$ cat src/rtl/mul_issue_arbiter.sv
// Issue controller for the pipelined integer multiplier.
// A round-robin picker selects one ready station per cycle. A shadow pipeline
// carries valid/tag alongside the multiplier. Results land in a small FIFO
// that drains to the CDB. Credits (in flight + buffered) never exceed DEPTH,
// so a push can never find the FIFO full.
module mul_issue_arbiter #(
  parameter int NUM_RS = 3,
  parameter int LAT    = 6,
  parameter int DEPTH  = 4
)(
  input  logic                 clk,
  input  logic                 nRST,
  input  logic [NUM_RS-1:0]    rsReady,
  input  logic [4*NUM_RS-1:0]  rsLabel,
  input  logic [32*NUM_RS-1:0] rsData1,
  input  logic [32*NUM_RS-1:0] rsData2,
  output logic [NUM_RS-1:0]    rsGrant,
  output logic                 aluEN,
  output logic [31:0]          aluData1,
  output logic [31:0]          aluData2,
  input  logic [31:0]          aluResult,
  output logic                 cdbValid,
  output logic [31:0]          cdbData,
  output logic [3:0]           cdbLabel,
  input  logic                 cdbAck,
  output logic                 busy
);
  localparam int PW = (NUM_RS > 1) ? $clog2(NUM_RS) : 1;
  localparam int AW = (DEPTH > 1) ? $clog2(DEPTH) : 1;
  localparam int CW = $clog2(DEPTH + 1);

  typedef struct packed {
    logic [31:0] data;
    logic [3:0]  tag;
  } res_t;

  logic [NUM_RS-1:0][31:0] op1, op2;
  logic [NUM_RS-1:0][3:0]  tags;

  logic [PW-1:0]          ptr, gnt_idx;
  logic                   gnt_hit, grant_ok, can_issue;
  logic [3:0]             gnt_tag;
  logic [LAT-1:0]         vld_pipe;
  logic [LAT-1:0][3:0]    lab_pipe;
  res_t                   mem [DEPTH];
  res_t                   head;
  logic [AW-1:0]          wp, rp;
  logic [CW-1:0]          occ, count;
  logic                   push, pop;

  assign op1  = rsData1;
  assign op2  = rsData2;
  assign tags = rsLabel;

  // Round-robin search: first ready station at ptr, ptr+1, ... (mod NUM_RS)
  always_comb begin
    logic [PW:0] cand;
    gnt_hit = 1'b0;
    gnt_idx = '0;
    cand    = '0;
    for (int k = 0; k < NUM_RS; k++) begin
      cand = {1'b0, ptr} + (PW+1)'(k);
      if (cand >= (PW+1)'(NUM_RS)) cand = cand - (PW+1)'(NUM_RS);
      if (!gnt_hit && rsReady[cand[PW-1:0]]) begin
        gnt_hit = 1'b1;
        gnt_idx = cand[PW-1:0];
      end
    end
  end

  // A credit is consumed at issue and returned only when the CDB takes the result
  assign can_issue = (count < CW'(DEPTH));
  assign grant_ok  = gnt_hit & can_issue & nRST;
  assign rsGrant   = grant_ok ? (NUM_RS'(1) << gnt_idx) : '0;
  assign aluEN     = grant_ok;
  assign aluData1  = grant_ok ? op1[gnt_idx]  : '0;
  assign aluData2  = grant_ok ? op2[gnt_idx]  : '0;
  assign gnt_tag   = grant_ok ? tags[gnt_idx] : '0;

  // Rotate priority to just past the winner
  always_ff @(posedge clk or negedge nRST) begin
    if (!nRST)
      ptr <= '0;
    else if (grant_ok)
      ptr <= (gnt_idx == PW'(NUM_RS-1)) ? '0 : gnt_idx + PW'(1);
  end

  // Shadow pipeline: the multiplier's own tag output is not pipelined, so we carry tags here
  always_ff @(posedge clk or negedge nRST) begin
    if (!nRST) begin
      vld_pipe <= '0;
      lab_pipe <= '0;
    end else begin
      vld_pipe <= {vld_pipe[LAT-2:0], aluEN};
      lab_pipe <= {lab_pipe[LAT-2:0], gnt_tag};
    end
  end

  assign push = vld_pipe[LAT-1];
  assign pop  = cdbAck & (occ != '0);

  // Result storage; contents are qualified by occupancy, so no reset needed
  always_ff @(posedge clk) begin
    if (push) mem[wp] <= '{data: aluResult, tag: lab_pipe[LAT-1]};
  end

  // FIFO pointers, occupancy and the credit counter
  always_ff @(posedge clk or negedge nRST) begin
    if (!nRST) begin
      wp    <= '0;
      rp    <= '0;
      occ   <= '0;
      count <= '0;
    end else begin
      if (push) wp <= (wp == AW'(DEPTH-1)) ? '0 : wp + AW'(1);
      if (pop)  rp <= (rp == AW'(DEPTH-1)) ? '0 : rp + AW'(1);
      case ({push, pop})
        2'b10:   occ <= occ + CW'(1);
        2'b01:   occ <= occ - CW'(1);
        default: occ <= occ;
      endcase
      // pushes only move an op from pipeline to FIFO, so they leave count alone
      case ({aluEN, pop})
        2'b10:   count <= count + CW'(1);
        2'b01:   count <= count - CW'(1);
        default: count <= count;
      endcase
    end
  end

  assign head     = mem[rp];
  assign cdbValid = (occ != '0);
  assign cdbData  = cdbValid ? head.data : '0;
  assign cdbLabel = cdbValid ? head.tag  : '0;
  assign busy     = (count != '0);

endmodule

$ cat config.mk
export PLATFORM = sky130hd
export DESIGN_NAME = mul_issue_arbiter
export DESIGN_NICKNAME = d
export VERILOG_FILES = /design/src/rtl/mul_issue_arbiter.sv
export SDC_FILE = /design/constraint.sdc
export NUM_CORES = 1
export LEC_CHECK = 0
export BUFFER_PORTS_ARGS = -buffer_cell sky130_fd_sc_hd__buf_2
export CORE_MARGIN = 1.5
export CORE_UTILIZATION = 29
export CTS_CLUSTER_DIAMETER = 200
export CTS_CLUSTER_SIZE = 25
export DETAILED_ROUTE_END_ITERATION = 12
export GPL_ROUTABILITY_DRIVEN = 0
export HOLD_SLACK_MARGIN = 0.1
export SYNTH_ARGS = -nofsm -noshare
export SYNTH_HDL_FRONTEND = slang
export SYNTH_SLANG_ARGS = --single-unit
$ cat constraint.sdc
create_clock -name clk -period 3.7 [get_ports clk]
set_clock_uncertainty 0.1 [all_clocks]
set_input_delay 0.74 -clock clk [delete_from_list [all_inputs] [get_ports clk]]
set_output_delay 0.74 -clock clk [all_outputs]
set_load 0.02 [all_outputs]
==> summary.md, run 1 <==
| Metric | Value |
|---|---|
| Inserted Clock Buffers | `17` |
| Routed via count | `6,675` |
| Std cell rows | `61` |
| Post-synth top flop | `edfxtp_1` |
| Crit path cell chain | `inv_2 > ha_4 > mux2_4 > mux2_4 > or4b_4 > a311oi_4 > buf_12 > buf_12 > buf_8 > nand2_4 > a21oi_2 > buf_6` |
| Max_cap viols | `0` |
| Critical path class | `flop to output port` |
| Hold WS | `0.248 ns` |
| Violated checks | `negative setup slack` |
| Synth top area share | `51.9%` |
| Clock latency on the worst-skew pair | `0.42 ns` |
| Crit share post-route | `113%` |
| Die W | `173 um` |
| Final Cell Area | `0.0125 sq mm` |
| Worst Path Required | `2.86 ns` |
| GRT overflow | `0` |
| Yosys reg bits | `186` |
| Worst Tran Pin Value | `1.04 ns` |
| Sequential area share after synthesis | `64.5%` |
| EDFF count, synth | `144` |
| Min Tclk post-route | `4.17 ns` |
| RSZ-0062 raised after global routing | `true` |
| Top-Level Pins | `348` |
| Routed WL | `27,400 um` |
| Top cell type by total area after synthesis | `edfxtp_1` |
| Root buffer cell | `clkbuf_16` |
| Warnings, synthesis | `0` |
| Area grow syn2layout | `49.4%` |
| # DRC | `0` |
| Drt wl/cell | `19.9 um` |
| DR pass1 iterations | `6` |
| Worst-path clk slew | `0.07 ns` |
| CP Launch Type | `flop` |
| Detailed router's first-iteration violation count | `464` |
| Status | `finished with violations` |
| Leakage | `5.10 nW` |
| Netlist Area Pre-Place | `0.00834 sq mm` |
| Max Fclk | `240 MHz` |
| Initial Utilization | `29.8%` |
| Vias/cell | `4.85` |
| Htree depth | `4` |
| CORE AREA | `0.0280 sq mm` |
| Die area | `0.0298 sq mm` |
| Count leader, synth | `edfxtp_1` |
| Worst path slowest cell | `or4b_4` |
| CTS tree | `built` |
| First-pass GRT wire length | `40,000 um` |
| Cell Pwr Density | `933 mW/mm^2` |
| Synth async-reset ratio | `22.6%` |
| Crit path arrival time | `3.33 ns` |
| Peak supply drop | `0.760 mV` |
| Worst-path fanout max | `7` |
| HPWL after DPL | `19,100 um` |
| Average size of a mapped cell | `14.3 sq um` |
| Max clock buf depth | `2` |
| Number of port buffers | `347` |
| Final Hold Vio Count | `0` |
| Crit-path max cell delay | `0.55 ns` |
| Total GRT Usage | `17.8%` |
| Kind of end point of the critical path | `output port` |
| Cts hold-fix bufs | `0` |
| Largest net degree at the start of global routing | `43` |
| Cells after Synth | `584` |
| Syn nets | `839` |
| Initial antenna violation count | `11` |
| Rel. slew slack | `30.4%` |
| Number of global-route vias before repair | `6,798` |
| Clock sink count | `186` |
| Setup ws final | `-0.467 ns` |
| Cell Area, Placed | `0.0109 sq mm` |
| Nets | `1,231` |
| Max-slew violations | `0` |
| Synth area leaders | `edfxtp_1 (52%), dfrtp_1 (13%), mux4_2 (9.7%)` |
| Post-DRT Antenna Nets | `0` |
| Tightest Hold Check Type | `flop to flop` |
| Final setup fails | `66` |
| Die height | `173 um` |
| Synth cell count leaders | `edfxtp_1 (144), nand2_1 (73), a21oi_1 (68), a22oi_1 (68)` |
| Post-synthesis cell type count | `35` |
| Layout cells sized above 1 | `59.5%` |
==> metrics by stage <==
stage               TNS [ns]  utilization, %  std cells  total power [mW]  setup WS (ns)
floorplan                  0               -        584              6.37        0.00496
global placement      -11.33            39.1       1321              8.41         -0.299
detailed placement    -12.56            39.1       1321              8.45         -0.319
CTS                   -26.01            43.3       1363              11.2         -0.453
global route          -30.06            44.5       1375              12.2         -0.544
finish                -23.71            44.5       1375              11.6         -0.467
==> state kept, by name (all words and copies together), names as in the netlist <==
| name | count |
|---|---|
| count | 3 |
| lab_pipe | 24 |
| mem | 144 |
| occ | 3 |
| ptr | 2 |
| rp | 2 |
| vld_pipe | 6 |
| wp | 2 |
==> logic make-up after synthesis <==
family	count (synthesis)	synth area share (%)
simple gates	134	7.91
compound gates	147	11.3
xor+xnor	6	0.630
mux	44	10.8
fa+ha+maj	13	2.13
flops	186	64.5
buf+inv	54	2.78
==> repair_timing <==
action | CTS | global route
cloned | 3 | 2
hold endpoints to repair | 0 | 0
gates resized for setup | 130 | 73
setup endpoints to repair | 67 | 67
setup buffers | 7 | 4
pin swaps | 39 | 14
==> report_power, final <==
| part | total [mW] | internal [mW] | leakage (nW) | switching (mW) |
|---|---|---|---|---|
| Combinational | 6.93 | 3.15 | 2.94 | 3.78 |
| Clock | 1.85 | 1.04 | 0.296 | 0.803 |
| Sequential | 2.84 | 2.70 | 1.86 | 0.142 |
| Total | 11.6 | 6.90 | 5.10 | 4.73 |
==> worst max-delay path, delay by kind of cell (launching register included) <==
family,cells,cell delay (ns)
AOI/OAI and AO/OA,2,0.52
adders and majority gates,1,0.14
buffers and inverters,5,0.66
DFF,1,0.40
muxes,2,0.58
and+or+nand+nor,2,0.60
==> path summary, 6_finish.rpt <==
check                      slack (ns)           end  cells after the start    startpoint
min                              0.25  lab_pipe[19]                      0  lab_pipe[15]
max                             -0.47  aluData1[21]                     12        ptr[1]
min reg2reg                      0.25  lab_pipe[19]                      0  lab_pipe[15]
min in group asynchronous        0.33      count[1]                      2          nRST
max in group asynchronous        2.77         rp[0]                      2          nRST
max reg2reg                      0.47      count[1]                     10        ptr[0]
==> per-layer routing <==
layer | track usage [%] | wire length (um)
met1 | 21.0 | 10600
met2 | 30.4 | 13900
met3 | 5.15 | 2030
met4 | 7.68 | 910
met5 | 0 | 0
==> placed cells by master (no fill, tap or decap), types with 13 or more instances in the layout <==
| cell | Yosys | layout |
|---|---|---|
| buf_2 | 5 | 283 |
| edfxtp_1 | 144 | 144 |
| buf_4 | 0 | 78 |
| nand2_1 | 73 | 58 |
| a22oi_1 | 68 | 55 |
| a21oi_2 | 0 | 45 |
| dfrtp_1 | 42 | 40 |
| buf_6 | 3 | 38 |
| mux4_2 | 36 | 36 |
| and2_1 | 42 | 36 |
| a21oi_1 | 68 | 19 |
| clkbuf_16 | 0 | 19 |
| a22oi_2 | 0 | 13 |
==> layout make-up <==
class	count	area, sq um
multi-input cells	344	3170
repair buffers	415	2750
inverters	12	45.0
flip-flops and latches	186	5380
diodes	8	20.0
fillers	2587	15600
well taps	378	473
clock buffers	18	439
clock inverters	14	180
Note: power is estimated with default switching activity, not from simulation.
==> inputs of run 2 (changes only) <==
--- a/config.mk
+++ b/config.mk
@@ -13,6 +13,7 @@
 export DETAILED_ROUTE_END_ITERATION = 12
 export GPL_ROUTABILITY_DRIVEN = 0
 export HOLD_SLACK_MARGIN = 0.1
+export SETUP_SLACK_MARGIN = 0.05
 export SYNTH_ARGS = -nofsm -noshare
 export SYNTH_HDL_FRONTEND = slang
 export SYNTH_SLANG_ARGS = --single-unit
==> summary.md, run 2 (synthesis gave the netlist of run 1 again) <==
| Metric | Value |
|---|---|
| Number of filler cells placed in the layout | `2,534` |
| Area grow syn2layout | `57.5%` |
| Crit share post-route | `112%` |
| Cell Area, Placed | `0.0112 sq mm` |
| Internal reg-to-reg setup slack | `0.66 ns` |
| Vias/cell | `4.70` |
| Root buffer cell | `clkbuf_16` |
| Kind of end point of the critical path | `output port` |
| Std cell rows | `61` |
| # DRC | `0` |
| First-pass GRT wire length | `40,700 um` |
| Final Util | `46.9%` |
| Tightest Hold Check Type | `flop to flop` |
| CORE AREA | `0.0280 sq mm` |
| CP delay by family, top | `simple AND/OR/NAND/NOR gates` |
| Worst hold path endpoint | `lab_pipe[10]` |
| Final setup fails | `67` |
| RSZ-0062 raised after global routing | `true` |
| Max clock buf depth | `2` |
| Final Hold Vio Count | `0` |
| Setup ws final | `-0.431 ns` |
| Largest registers | `mem: 144 flops, lab_pipe: 24 flops, vld_pipe: 6 flops` |
| FF-to-FF Start | `ptr[0]` |
| Layout Cells excl Fill | `1,408` |
| Crit path arrival time | `3.29 ns` |
| Nets | `1,263` |
| CP Launch Type | `flop` |
| GRT overflow | `0` |
| Rel. slew slack | `32.9%` |
| Total GRT Usage | `18.4%` |
| Most common cell after layout, fill and taps aside | `buf_2` |
| Drt wl/cell | `19.9 um` |
| Cts hold-fix bufs | `0` |
| Most frequent cells in the layout | `buf_2 (281), edfxtp_1 (144), buf_4 (87)` |
| Max_cap viols | `0` |
| Htree depth | `4` |
| Routed via count | `6,619` |
| Largest net degree at the start of global routing | `43` |
| WHS Path Cells | `0` |
| Number of port buffers | `347` |
| Clock latency on the worst-skew pair | `0.42 ns` |
| Routed WL | `28,000 um` |
| Max reg flops | `144` |
| Die W | `173 um` |
| Critical path class | `flop to output port` |
| Final Cell Area | `0.0131 sq mm` |
| Min Tclk post-route | `4.13 ns` |
| Layout cells sized above 1 | `64.5%` |
| Worst-path clk slew | `0.06 ns` |
| Inserted Clock Buffers | `17` |
| Top-Level Pins | `348` |
| RR Endpoint | `lab_pipe[3]` |
| Leakage | `5.36 nW` |
| Post-DRT Antenna Nets | `0` |
| Crit path cell chain | `ha_4 > mux2_4 > mux2_4 > or4b_4 > and3_2 > buf_4 > a22oi_2 > a21oi_2 > buf_4` |
| Top reg by flops | `mem` |
| Status | `finished with violations` |
| Clock sink count | `186` |
| Tot Pwr | `12.6 mW` |
| Die area | `0.0298 sq mm` |
| DR pass1 iterations | `5` |
| Worst-path fanout max | `23` |
| Worst Path Required | `2.86 ns` |
| Detailed router's first-iteration violation count | `376` |
| HP Start | `lab_pipe[6]` |
| Worst Tran Pin Value | `1.01 ns` |
| Crit-path max cell delay | `0.51 ns` |
| Initial Utilization | `29.8%` |
| Initial antenna violation count | `12` |
| Max-slew violations | `0` |
| Worst path slowest cell | `or4b_4` |
| Worst Reg-to-Reg Cells | `11` |
| Cell Pwr Density | `960 mW/mm^2` |
| Violated checks | `negative setup slack` |
| Max Fclk | `242 MHz` |
| CTS tree | `built` |
| Fin Setup TNS | `-23.84 ns` |
| Peak supply drop | `0.679 mV` |
| Number of global-route vias before repair | `6,870` |
| CP Buf/Inv Count | `2` |
| Die height | `173 um` |
| Placed insts | `1,337` |
| HPWL after DPL | `19,700 um` |
==> run 2: cell types whose count changed in the layout (fill, tap and decap cells not counted), moves of 3 or more <==
cell / previous run / this run
clkbuf_1: 0 / 7
inv_6: 6 / 1
buf_16: 1 / 4
a21oi_2: 45 / 42
buf_6: 38 / 60
a21oi_4: 4 / 22
nand2_2: 12 / 26
a21oi_1: 19 / 4
buf_4: 78 / 87
nand2_4: 3 / 21
nand2_1: 58 / 26
==> run 2: stage by stage <==
stage | setup slack, ns | hold slack (ns)
floorplan | 0.0675 | 0.231
global placement | -0.305 | 0.232
detailed placement | -0.330 | 0.235
CTS | -0.492 | 0.250
global route | -0.511 | 0.248
finish | -0.431 | 0.247
==> run 2: routing by layer <==
metal | track usage, % | vias up | part of all wire, %
met4 | 11.6 | 4 | 5.0
met5 | 0 | - | 0.082
li1 | - | 3086 | -
met2 | 31.7 | 251 | 52
met3 | 4.84 | 51 | 5.8
met1 | 20.2 | 3227 | 37
==> run 2: how the worst max path moves through the flow <==
stage | start | endpoint | slack, ns | cells past startpoint
final | ptr[0] | aluData2[13] | -0.43 | 9
after CTS | ptr[1] | aluData2[2] | -0.49 | 11
after global placement | rsReady[1] | aluData2[13] | -0.31 | 9
after detailed placement | rsReady[1] | aluData2[13] | -0.33 | 9
after global routing | ptr[1] | aluData1[17] | -0.51 | 12
after floorplan | ptr[1] | aluData2[14] | 0.07 | 10
==> run 2: power by group <==
group	internal (mW)	switching, mW	total (mW)
sequential	2.70	0.173	2.88
combinational	3.81	4.22	8.02
clock	0.994	0.714	1.71
total	7.50	5.10	12.6
==> run 2: final cells by class <==
| class | count | area (sq um) | share of cell area (%) |
|---|---|---|---|
| diodes | 9 | 22.5 | 0.172 |
| clock buffers | 24 | 452 | 3.44 |
| clock inverters | 8 | 98.8 | 0.753 |
| inverters | 12 | 45.0 | 0.343 |
| multi-input cells | 344 | 3510 | 26.8 |
| flip-flops and latches | 186 | 5380 | 41.0 |
| well taps | 378 | 473 | 3.60 |
| repair buffers | 447 | 3150 | 24.0 |
==> run 2: repair_timing <==
action | 4_1_cts | 5_1_grt
setup endpoints to repair | 68 | 68
gates resized for setup | 186 | 78
pin swaps | 82 | 38
cloned | 4 | 2
setup buffers | 14 | 10
==> inputs of run 3 (changes only) <==
--- a/config.mk
+++ b/config.mk
@@ -13,6 +13,8 @@
 export DETAILED_ROUTE_END_ITERATION = 12
 export GPL_ROUTABILITY_DRIVEN = 0
 export HOLD_SLACK_MARGIN = 0.1
+export PLACE_DENSITY_LB_ADDON = 0.05
+export REMOVE_ABC_BUFFERS = 1
 export SETUP_SLACK_MARGIN = 0.05
 export SYNTH_ARGS = -nofsm -noshare
 export SYNTH_HDL_FRONTEND = slang
==> summary.md, run 3 (synthesis gave the netlist of run 1 again) <==
| Metric | Value |
|---|---|
| CP Launch Type | `flop` |
| Htree depth | `4` |
| # DRC | `0` |
| Initial Utilization | `29.8%` |
| Worst Tran Pin Value | `1.08 ns` |
| Kind of end point of the critical path | `output port` |
| Routed WL | `30,100 um` |
| Layout cells sized above 1 | `64.6%` |
| Max_cap viols | `0` |
| Final setup fails | `67` |
| Most common cell after layout, fill and taps aside | `buf_2` |
| Min Tclk post-route | `4.16 ns` |
| Drt wl/cell | `21.7 um` |
| Setup ws final | `-0.457 ns` |
| Critical path class | `flop to output port` |
| Final Util | `46.6%` |
| Std cell rows | `61` |
| Initial antenna violation count | `6` |
| Combinational power share | `63.7%` |
| Cell Pwr Density | `997 mW/mm^2` |
| Post-DRT Antenna Nets | `0` |
| Worst Path Required | `2.86 ns` |
| P_int | `7.66 mW` |
| HPWL after DPL | `19,700 um` |
| Vias/cell | `4.92` |
| Die W | `173 um` |
| Peak supply drop | `0.610 mV` |
| Final Hold Vio Count | `0` |
| Max reg flops | `144` |
| Number of filler cells placed in the layout | `2,547` |
| Area grow syn2layout | `56.7%` |
| First-pass GRT wire length | `43,900 um` |
| Number of global-route vias before repair | `7,490` |
| Crit path arrival time | `3.32 ns` |
| Max Fclk | `241 MHz` |
| DR pass1 iterations | `5` |
| Clock sink count | `186` |
| Max clock buf depth | `2` |
| Largest registers | `mem: 144 flops, lab_pipe: 24 flops, vld_pipe: 6 flops` |
| Sw Share | `41.2%` |
| Crit share post-route | `112%` |
| Die height | `173 um` |
| Worst-path clk slew | `0.07 ns` |
| Leakage | `5.34 nW` |
| Routed via count | `6,816` |
| Violated checks | `negative setup slack` |
| NetSw | `5.37 mW` |
| Inserted Clock Buffers | `17` |
| Tightest Hold Check Type | `flop to flop` |
| Pre-CTS setup slack | `-0.500 ns` |
| CTS tree | `built` |
| Die area | `0.0298 sq mm` |
| GRT overflow | `0` |
| Internal reg-to-reg setup slack | `0.55 ns` |
| Clock latency on the worst-skew pair | `0.42 ns` |
| Top reg by flops | `mem` |
| Total GRT Usage | `19.8%` |
| Largest net degree at the start of global routing | `43` |
| RSZ-0062 raised after global routing | `true` |
| CORE AREA | `0.0280 sq mm` |
| Rel. slew slack | `28.0%` |
| Worst-path fanout max | `9` |
| Status | `finished with violations` |
| Sequential power share | `22.3%` |
| Root buffer cell | `clkbuf_16` |
| Number of port buffers | `347` |
| Detailed router's first-iteration violation count | `349` |
| Most frequent cells in the layout | `buf_2 (280), edfxtp_1 (144), buf_4 (89)` |
| Nets | `1,245` |
| Max-slew violations | `0` |
| Clk network pwr share | `14.0%` |
| Top-Level Pins | `348` |
-- run 3: cell count changes in the layout (fill, tap and decap cells not counted), moves of 5 or more --
cell	change
nand2_1	+5
buf_6	-25
buf_16	+6
clkbuf_1	-7
a22oi_2	+7
a22oi_1	-7
a21oi_2	+7
nand2_2	-10
nand2_4	+5
a21oi_4	-11
-- run 3: repair_timing --
item,4_1_cts,5_1_grt
setup buffers,12,12
cloned,11,1
setup endpoints to repair,67,68
pin swaps,55,33
gates resized for setup,225,78
hold buffers,0,0
-- run 3: cell type report --
class / count / area (sq um) / share of cell area [%]
clock buffer: 17 / 425 / 3.26
sequential: 186 / 5380 / 41.2
clock inverter: 14 / 169 / 1.29
antenna: 6 / 15.0 / 0.115
inverter: 12 / 45.0 / 0.345
tap: 378 / 473 / 3.62
timing repair buffer: 429 / 3050 / 23.3
multi-input combinational: 344 / 3510 / 26.9
-- run 3: path summary, 6_finish.rpt --
| kind | from | endpoint | cells past startpoint |
|---|---|---|---|
| worst max-delay path | ptr[1] | aluData1[17] | 13 |
| worst min-delay path | lab_pipe[3] | lab_pipe[7] | 0 |
| worst max register to register | ptr[1] | lab_pipe[1] | 14 |
| worst min register to register | lab_pipe[3] | lab_pipe[7] | 0 |
| max in group asynchronous | nRST | rp[1] | 2 |
| min in group asynchronous | nRST | count[2] | 2 |
-- run 3: power groups by stage --
stage          registers (mW)  logic (mW)  clock network, mW
2_1_floorplan            2.97        3.15                  0
3_3_place_gp             2.93        5.30                  0
3_5_place_dp             2.96        5.39                  0
4_1_cts                  2.92        7.77               1.87
5_1_grt                  2.96        8.80               1.95
6_report                 2.90        8.30               1.82
-- run 3: layer usage --
layer  part of all wire, %  GRT usage (%)  vias up
li1                      -              -     3049
met3                   6.3           4.86       61
met4                   3.8           8.44        0
met2                    53           36.0      303
met1                    37           22.0     3403
met5                     0              0        -
-- run 3: through the flow --
step,TNS (ns),area (sq um),cells,power [mW],hold slack (ns)
after floorplan,-127.24,8150,542,6.13,0.231
after global placement,-13.31,10800,1313,8.24,0.232
after detailed placement,-16.10,10800,1313,8.36,0.235
after CTS,-26.78,12600,1367,12.6,0.251
after global routing,-34.80,13100,1386,13.7,0.257
final,-25.63,13100,1386,13.0,0.248
-- run 3: critical path: stages (launching register included) --
cell      delay, ns
dfrtp_1        0.42
buf_6          0.14
ha_4           0.29
mux2i_4        0.25
o21ai_2        0.09
buf_4          0.14
or3_4          0.38
a311oi_4       0.33
buf_6          0.16
buf_12         0.14
buf_16         0.14
nand2_2        0.07
a21oi_2        0.16
buf_4          0.16
